## src/rtl/dmem_arbiter.sv

```systemverilog
// Two-port data-memory arbiter: grants one request at a time, issues a one-cycle
// read/write strobe, follows the memory stall handshake and returns a response pulse.
module dmem_arbiter #(
  parameter int PRIORITY_MODE = 0,
  parameter int TIMEOUT       = 8
) (
  input  logic        clk,
  input  logic        rst_n,
  input  logic        req0_valid,
  output logic        req0_ready,
  input  logic [31:0] req0_addr,
  input  logic [31:0] req0_wdata,
  input  logic        req0_write,
  input  logic [3:0]  req0_sign_mask,
  input  logic        req1_valid,
  output logic        req1_ready,
  input  logic [31:0] req1_addr,
  input  logic [31:0] req1_wdata,
  input  logic        req1_write,
  input  logic [3:0]  req1_sign_mask,
  output logic        resp0_valid,
  output logic        resp1_valid,
  output logic [31:0] resp_rdata,
  output logic        resp_err,
  output logic [31:0] mem_addr,
  output logic [31:0] mem_wdata,
  output logic [3:0]  mem_sign_mask,
  output logic        mem_read,
  output logic        mem_write,
  input  logic [31:0] mem_rdata,
  input  logic        mem_stall
);
  typedef enum logic [2:0] {S_IDLE, S_ISSUE, S_WAIT_HI, S_WAIT_LO, S_RESP} state_e;

  typedef struct packed {
    logic [31:0] addr;
    logic [31:0] wdata;
    logic        write;
    logic [3:0]  sign_mask;
  } req_t;

  localparam logic [7:0] TMAX = 8'(TIMEOUT - 1);

  state_e      state_q;
  req_t [1:0]  req;
  logic [1:0]  vld, win, rdy, resp_vld_q;
  logic        last_grant_q, id_q, write_q, sel, accept;
  logic [7:0]  timer_q;
  logic        mem_read_q, mem_write_q, resp_err_q;
  logic [31:0] mem_addr_q, mem_wdata_q, resp_rdata_q;
  logic [3:0]  mem_sign_mask_q;

  assign vld    = {req1_valid, req0_valid};
  assign req[0] = {req0_addr, req0_wdata, req0_write, req0_sign_mask};
  assign req[1] = {req1_addr, req1_wdata, req1_write, req1_sign_mask};

  // On a tie in round-robin mode the port that did not win last time goes next.
  always_comb begin
    win = 2'b00;
    if (PRIORITY_MODE == 1) win = vld[0] ? 2'b01 : {vld[1], 1'b0};
    else if (&vld)          win = last_grant_q ? 2'b01 : 2'b10;
    else                    win = vld;
  end

  assign rdy    = (rst_n && state_q == S_IDLE && !mem_stall) ? win : 2'b00;
  assign accept = |rdy;
  assign sel    = rdy[1];

  always_ff @(posedge clk or negedge rst_n) begin
    if (!rst_n) begin
      state_q         <= S_IDLE;
      last_grant_q    <= 1'b1;
      id_q            <= 1'b0;
      write_q         <= 1'b0;
      timer_q         <= '0;
      mem_read_q      <= 1'b0;
      mem_write_q     <= 1'b0;
      mem_addr_q      <= '0;
      mem_wdata_q     <= '0;
      mem_sign_mask_q <= '0;
      resp_vld_q      <= '0;
      resp_rdata_q    <= '0;
      resp_err_q      <= 1'b0;
    end else begin
      case (state_q)
        S_IDLE: if (accept) begin
          mem_addr_q      <= req[sel].addr;
          mem_wdata_q     <= req[sel].wdata;
          mem_sign_mask_q <= req[sel].sign_mask;
          write_q         <= req[sel].write;
          mem_write_q     <= req[sel].write;
          mem_read_q      <= !req[sel].write;
          id_q            <= sel;
          last_grant_q    <= sel;
          state_q         <= S_ISSUE;
        end
        S_ISSUE: begin
          mem_read_q  <= 1'b0;
          mem_write_q <= 1'b0;
          timer_q     <= '0;
          state_q     <= S_WAIT_HI;
        end
        S_WAIT_HI: begin
          if (mem_stall) state_q <= S_WAIT_LO;
          else if (timer_q == TMAX) begin
            resp_rdata_q     <= '0;
            resp_err_q       <= 1'b1;
            resp_vld_q[id_q] <= 1'b1;
            state_q          <= S_RESP;
          end else timer_q <= timer_q + 8'd1;
        end
        S_WAIT_LO: if (!mem_stall) begin
          resp_rdata_q     <= write_q ? 32'd0 : mem_rdata;
          resp_err_q       <= 1'b0;
          resp_vld_q[id_q] <= 1'b1;
          state_q          <= S_RESP;
        end
        S_RESP: begin
          resp_vld_q <= '0;
          state_q    <= S_IDLE;
        end
        default: state_q <= S_IDLE;
      endcase
    end
  end

  assign req0_ready    = rdy[0];
  assign req1_ready    = rdy[1];
  assign resp0_valid   = resp_vld_q[0];
  assign resp1_valid   = resp_vld_q[1];
  assign resp_rdata    = resp_rdata_q;
  assign resp_err      = resp_err_q;
  assign mem_addr      = mem_addr_q;
  assign mem_wdata     = mem_wdata_q;
  assign mem_sign_mask = mem_sign_mask_q;
  assign mem_read      = mem_read_q;
  assign mem_write     = mem_write_q;
endmodule

```

## config.mk

```make
export PLATFORM = sky130hd
export DESIGN_NAME = dmem_arbiter
export DESIGN_NICKNAME = d
export VERILOG_FILES = /design/src/rtl/dmem_arbiter.sv
export SDC_FILE = /design/constraint.sdc
export NUM_CORES = 1
export LEC_CHECK = 0
export ABC_CLOCK_PERIOD_IN_PS = 2590
export BUFFER_PORTS_ARGS = -buffer_cell sky130_fd_sc_hd__buf_2
export CORE_MARGIN = 3
export CORE_UTILIZATION = 46
export CTS_CLUSTER_DIAMETER = 50
export DETAILED_ROUTE_END_ITERATION = 10
export GPL_TIMING_DRIVEN = 0
export PLACE_DENSITY = 0.81
export SLEW_MARGIN = 20
export SYNTH_ARGS = -nofsm -noshare
export SYNTH_HDL_FRONTEND = slang
export SYNTH_SLANG_ARGS = --single-unit
```

## constraint.sdc

```tcl
create_clock -name clk -period 2.59 [get_ports clk]
set_clock_uncertainty 0.1 [all_clocks]
set_input_delay 0.518 -clock clk [delete_from_list [all_inputs] [get_ports clk]]
set_output_delay 0.518 -clock clk [all_outputs]
set_load 0.005 [all_outputs]
```

; Yosys cells after proc, flatten, opt, wreduce, memory -nomap -nowiden
; Index checks and enable logic that the tools add are counted.
[word_totals]
register_bits = 119
word_cells = 79
in_bits = 175
[op_classes]
n_eq_ne = 11
magnitude_cmp = 3
add_sub_neg = 1
n_reduce_logical = 18
n_bitwise = 1
muxes = 32
[op_table]
columns = op, n
row1 = $mux W69, 2
row2 = $mux W32, 4
row3 = $pmux W32 S2, 1
row4 = $mux W8, 2
row5 = $pmux W8 S2, 1
row6 = $mux W2, 6
row7 = $mux W3, 4
row8 = $pmux W3 S4, 1
row9 = $ne A2 B2 Y1 const B, 5
row10 = $add A8 B1 Y8 const B, 1
row11 = $eq A8 B3 Y1 const B, 1
row12 = $reduce_and A4 Y1, 2
row13 = $eq A3 B2 Y1 const B, 2
row14 = $mux W1, 6
row15 = $pmux W1 S2, 3
row16 = $pmux W2 S3, 1
row17 = $reduce_and A2 Y1, 3
row18 = $reduce_and A3 Y1, 2
row19 = $reduce_bool A2 Y1, 3
row20 = $lt A1 B2 Y1 const B, 2
row21 = $eq A3 B1 Y1 const B, 1
row22 = $eq A3 B3 Y1 const B, 1
row23 = $logic_and A1 B1 Y1, 3
row24 = $logic_not A3 Y1, 1
row25 = other kinds (7), 8

; Depth between registers and ports, before layout
[logic_depth]
ltp_word = 9
depth_mapped = 7

; Worst setup path before layout
; No wires, ideal clock.
[synth_path]
path_kind = reg2reg
from = reg timer_q[3]
to = reg resp_err_q (netlist: resp_err)
stages_incl_launch_ff = 6
slack_ns = 0.205
path_buffers = 1
arrival_ns = 2.161
setup_time_ns = 0.125
required_ns = 2.365
cell_sequence = dfrtp_1 or4_1 or3_4 a2111oi_4 buf_6 mux2_2
[synth_via]
elab_chain_cells = 3
[synth_lines]
columns = element, line
row1 = "start, declared", 48  ; logic [7:0] timer_q;
row2 = "start signal, assigned", 110  ; end else timer_q <= timer_q + 8'd1;
row3 = $eq A8 B3 Y1, 105  ; else if (timer_q == TMAX) begin
row4 = $ne A2 B2 Y1 (no line), --
row5 = $reduce_and A4 Y1 (no line), --
row6 = "end signal, assigned", 83  ; resp_err_q <= 1'b0;
row7 = "end signal, assigned", 107  ; resp_err_q <= 1'b1;
row8 = "end signal, assigned", 114  ; resp_err_q <= 1'b0;
row9 = "end, declared", 49  ; logic mem_read_q, mem_write_q, resp_err_q;
; Every way passes these cells.
; A chain may end at the register's enable or synchronous reset.

; Final worst setup path
[layout_path]
from = reg timer_q[3]
to = reg resp_rdata_q[3] (netlist: resp_rdata[3])
[layout_via]
elab_chain_cells = 3
[layout_lines]
columns = element, line
row1 = $eq A8 B3 Y1, 105
row2 = $ne A2 B2 Y1 (no line), --
row3 = $reduce_and A4 Y1 (no line), --
row4 = "end signal, assigned", 113  ; resp_rdata_q <= write_q ? 32'd0 : mem_rdata;
row5 = "end, declared", 50  ; logic [31:0] mem_addr_q, mem_wdata_q, resp_rdata_q;
; Every way passes these cells.

==> results.py <==
metrics = {
    "detailed_routing": {
        "drc": 0,
        "post_route_ant_nets": 0,
        "drt_iter0_drc": 198,
        "first_pass_iters": 4,
        "total_wirelength_mm": 15.97,
        "avgViaCountPerCell": 4.998,
        "wl_per_cell_um": 16.23,
        "route.vias.total": 4918,
    },
    "cts": {
        "root_cell_of_the_clock_tree": "sky130_fd_sc_hd__clkbuf_16",
        "clk_latency_ns": 0.41,
        "cts-root-to-sink-buffers": 2,
        "cts_htree_levels": 4,
        "numCtsBuffers": 17,
        "clock_sink_count": 119,
        "clkTransAtPathRegs_ns": 0.05,
        "cts_tree": "yes",
    },
    "power": {
        "p_total_w": 0.007743,
        "share_seq_of_total_power": 0.403,
        "comb_power_frac": 0.334,
        "swShare": 0.3263,
        "p_switching_w": 0.002526,
        "leakage_component_of_the_power_nw": 3.686,
        "clockPowerShare": 0.263,
        "vdd.ir_drop.worst_mv": 0.7071,
        "cellInternalPower_w": 0.005217,
        "power.density_cell_area_nw_per_um2": 991.0,
    },
    "floorplanning": {
        "die_x_um": 115.2,
        "start_util": 0.4766,
        "fp.dieH_um": 115.2,
        "core-area_um2": 11520,
        "io_pins": 282,
        "rows": 39,
        "die_area_um2": 13280,
    },
    "yosys": {
        "synth_async_sr_flop_share": 1.000,
        "synthDominantCellAreaShare": 0.5380,
        "synth_fp_nets": 695,
        "syn_area_um2": 5489,
        "synth.area.top_cells": "sky130_fd_sc_hd__dfrtp_1, sky130_fd_sc_hd__mux2i_1, sky130_fd_sc_hd__a21oi_1, sky130_fd_sc_hd__nor2_1, sky130_fd_sc_hd__nand2_1",
        "yosys_most_used_dff": "sky130_fd_sc_hd__dfrtp_1",
        "synthMostInstantiatedCell": "sky130_fd_sc_hd__dfrtp_1",
        "netlist_instances": 519,
        "synth_edf_count": 0,
        "syn_area_per_cell_um2": 10.58,
        "yosys-top-cells-count": "sky130_fd_sc_hd__dfrtp_1, sky130_fd_sc_hd__mux2i_1, sky130_fd_sc_hd__nor2_1, sky130_fd_sc_hd__a21oi_1, sky130_fd_sc_hd__nand2_1",
        "synthesis.yosys.warnings": 0,
        "synth-seq-cells": 119,
        "synth_sequential_area_ratio": 0.5427,
        "unique_masters_post_synth": 43,
        "largest_area_contributor_in_the_netlist": "sky130_fd_sc_hd__dfrtp_1",
    },
    "grt": {
        "grt_util_all_layers": 0.2415,
        "grt_first_pass_wirelength_mm": 24.87,
        "pin_count_of_the_biggest_net_entering_global_routing": 61,
        "first_global_vias": 4960,
        "overflow": 0,
        "grt_antenna_before_repair": 2,
    },
    "timing": {
        "worst_slew_pin_slew_ns": 0.9453,
        "finalSetupViolCount": 0,
        "setup_total_negative_slack_ns": 0,
        "final.period_utilization": 0.9537,
        "holdWs_ns": 0.006301,
        "unrepaired_setup_endpoints_after_global_routing": "false",
        "final_hold_viol_count": 0,
        "timing.fmax_ghz": 0.4048,
        "maxSlewHeadroom": 0.3644,
        "maxSlewViolCount": 0,
        "period_needed_ns": 2.470,
    },
    "worst_hold_path": {
        "hold_path_class": "input port to asynchronous set/reset pin",
    },
    "worst_setup_path": {
        "arrival_ns": 2.69,
        "list_of_cells_traversed_by_the_critical_path": "or4_4, or3_4, a2111oi_4, buf_6, buf_12, mux2i_1",
        "critical_path_peak_fanout": 10,
        "critPathLaunchType": "register",
        "worstSetupPathType": "register to register",
        "worst-endpoint-required_ns": 2.81,
        "worst_setup_path_end_kind": "register",
        "cp_slowest_cell": "sky130_fd_sc_hd__or4_4",
        "critical_path.top_delay_family": "simple AND/OR/NAND/NOR gates",
        "max_stage_delay_ns": 0.56,
        "path_buf_inv": 2,
    },
    "placement": {
        "place.gp.congestion": 0.7901,
        "detailed_place_hpwl_mm": 11.86,
        "port_buffers": 281,
    },
    "final_layout": {
        "fill_cells": 915,
        "drive_gt1_frac": 0.4076,
        "final_nets": 1005,
        "area_growth_syn_to_layout_pct": 42.35,
        "finish.utilization": 0.6785,
    },
    "status": {
        "result_of_the_run": "finished, final reports clean",
    },
    "flow_run": {
        "maxCapViolations": 0,
    },
}
## power by group through the flow
stage          sequential [W]  clock (W)  combinational (W)
2_1_floorplan         0.00318          0            0.00118
3_3_place_gp          0.00310          0            0.00247
4_1_cts               0.00312    0.00207            0.00260
6_report              0.00312    0.00204            0.00258
3_5_place_dp          0.00310          0            0.00257
5_1_grt               0.00322    0.00217            0.00291
## logic make-up (layout without fill, tap and decap cells)
group | after synthesis | after routing | synth area share
compound gates | 88 | 88 | 0.09095
flops | 119 | 119 | 0.5427
simple gates | 136 | 136 | 0.1071
other cells | 0 | 2 | 0
xor+xnor | 4 | 4 | 0.006384
fa+ha+maj | 1 | 1 | 0.002279
buf+inv | 69 | 389 | 0.06428
mux | 102 | 102 | 0.1862
## state kept, by name, indices dropped and copies added, names as in the netlist
register       count
id_q               1
last_grant_q       1
mem_addr          32
mem_read           1
mem_sign_mask      4
mem_wdata         32
mem_write          1
resp_err           1
resp_rdata        32
resp_vld_q         2
state_q            3
timer_q            8
write_q            1
## layout by cell type (no fill, tap or decap), types with 2 or more instances in the layout
cell type                   netlist  final
sky130_fd_sc_hd__clkbuf_8         0      4
sky130_fd_sc_hd__clkbuf_1        20     20
sky130_fd_sc_hd__clkbuf_16        0     17
sky130_fd_sc_hd__nor3_1           4      3
sky130_fd_sc_hd__nand3b_1         2      2
sky130_fd_sc_hd__o31ai_1          2      2
sky130_fd_sc_hd__nand3_1          4      4
sky130_fd_sc_hd__a21boi_0         2      2
sky130_fd_sc_hd__mux2i_1        101    101
sky130_fd_sc_hd__diode_2          0      2
sky130_fd_sc_hd__clkinv_2         0      5
sky130_fd_sc_hd__nor2_1          74     74
sky130_fd_sc_hd__a22o_2           2      2
sky130_fd_sc_hd__inv_1           37     37
sky130_fd_sc_hd__bufbuf_16        1      2
sky130_fd_sc_hd__a21o_1           2      2
sky130_fd_sc_hd__o21ai_0          4      4
sky130_fd_sc_hd__clkbuf_2         0      2
sky130_fd_sc_hd__buf_4            1      6
sky130_fd_sc_hd__buf_2            4    284
sky130_fd_sc_hd__xnor2_1          3      3
sky130_fd_sc_hd__a21oi_1         71     71
sky130_fd_sc_hd__buf_16           0      3
sky130_fd_sc_hd__nand2_1         38     38
sky130_fd_sc_hd__dfrtp_1        118    118
sky130_fd_sc_hd__o211ai_1         2      2
sky130_fd_sc_hd__buf_1            2      2
sky130_fd_sc_hd__buf_12           3      5
sky130_fd_sc_hd__nand2b_1         2      2
## worst paths after layout
check / start / to / slack [ns] / cells past startpoint
min in group clk: mem_rdata[29] / resp_rdata[29] / 0.25 / 3
worst max register to register: timer_q[3] / resp_rdata[3] / 0.12 / 6
worst min-delay path: rst_n / resp_rdata[10] / 0.006 / 2
worst max-delay path: timer_q[3] / resp_rdata[3] / 0.12 / 6
worst min register to register: write_q / write_q / 0.40 / 1
max in group asynchronous: rst_n / resp_rdata[2] / 1.62 / 3
## layout make-up
cell class | instances | area (um2) | share of cell area
flip-flops and latches | 119 | 2979 | 0.3813
inverters | 37 | 138.9 | 0.01777
well taps | 143 | 178.9 | 0.02290
repair buffers | 292 | 1604 | 0.2053
diodes | 2 | 5.005 | 0.0006405
clock inverters | 5 | 25.02 | 0.003203
clock buffers | 24 | 481.7 | 0.06165
multi-input cells | 331 | 2178 | 0.2788
plain buffers | 31 | 222.7 | 0.02850
## stage by stage
step	worst slack (ns)	instance area (um2)	std cells
2_1_floorplan	0.2046	5489	519
3_3_place_gp	-2.609	7074	943
3_5_place_dp	-1.181	7108	944
4_1_cts	-0.01746	7741	976
5_1_grt	0.01339	7814	984
6_report	0.1198	7814	984
## repair_timing
item                                   CTS  global route
hold buffers                             3             0
setup endpoints to repair               72            82
gates cloned                             1             0
resized for setup                       10             4
endpoints found under the hold margin   60             0
setup buffers                            0             6
## metal layers
layer / track usage / up-vias / wire [um]
met5: 0 / - / 0
met4: 0.09390 / 0 / 235
met3: 0.09421 / 22 / 1367
met2: 0.4012 / 199 / 8181
met1: 0.2822 / 2329 / 6183
li1: - / 2368 / -
Power figures use the tool's default switching activity.
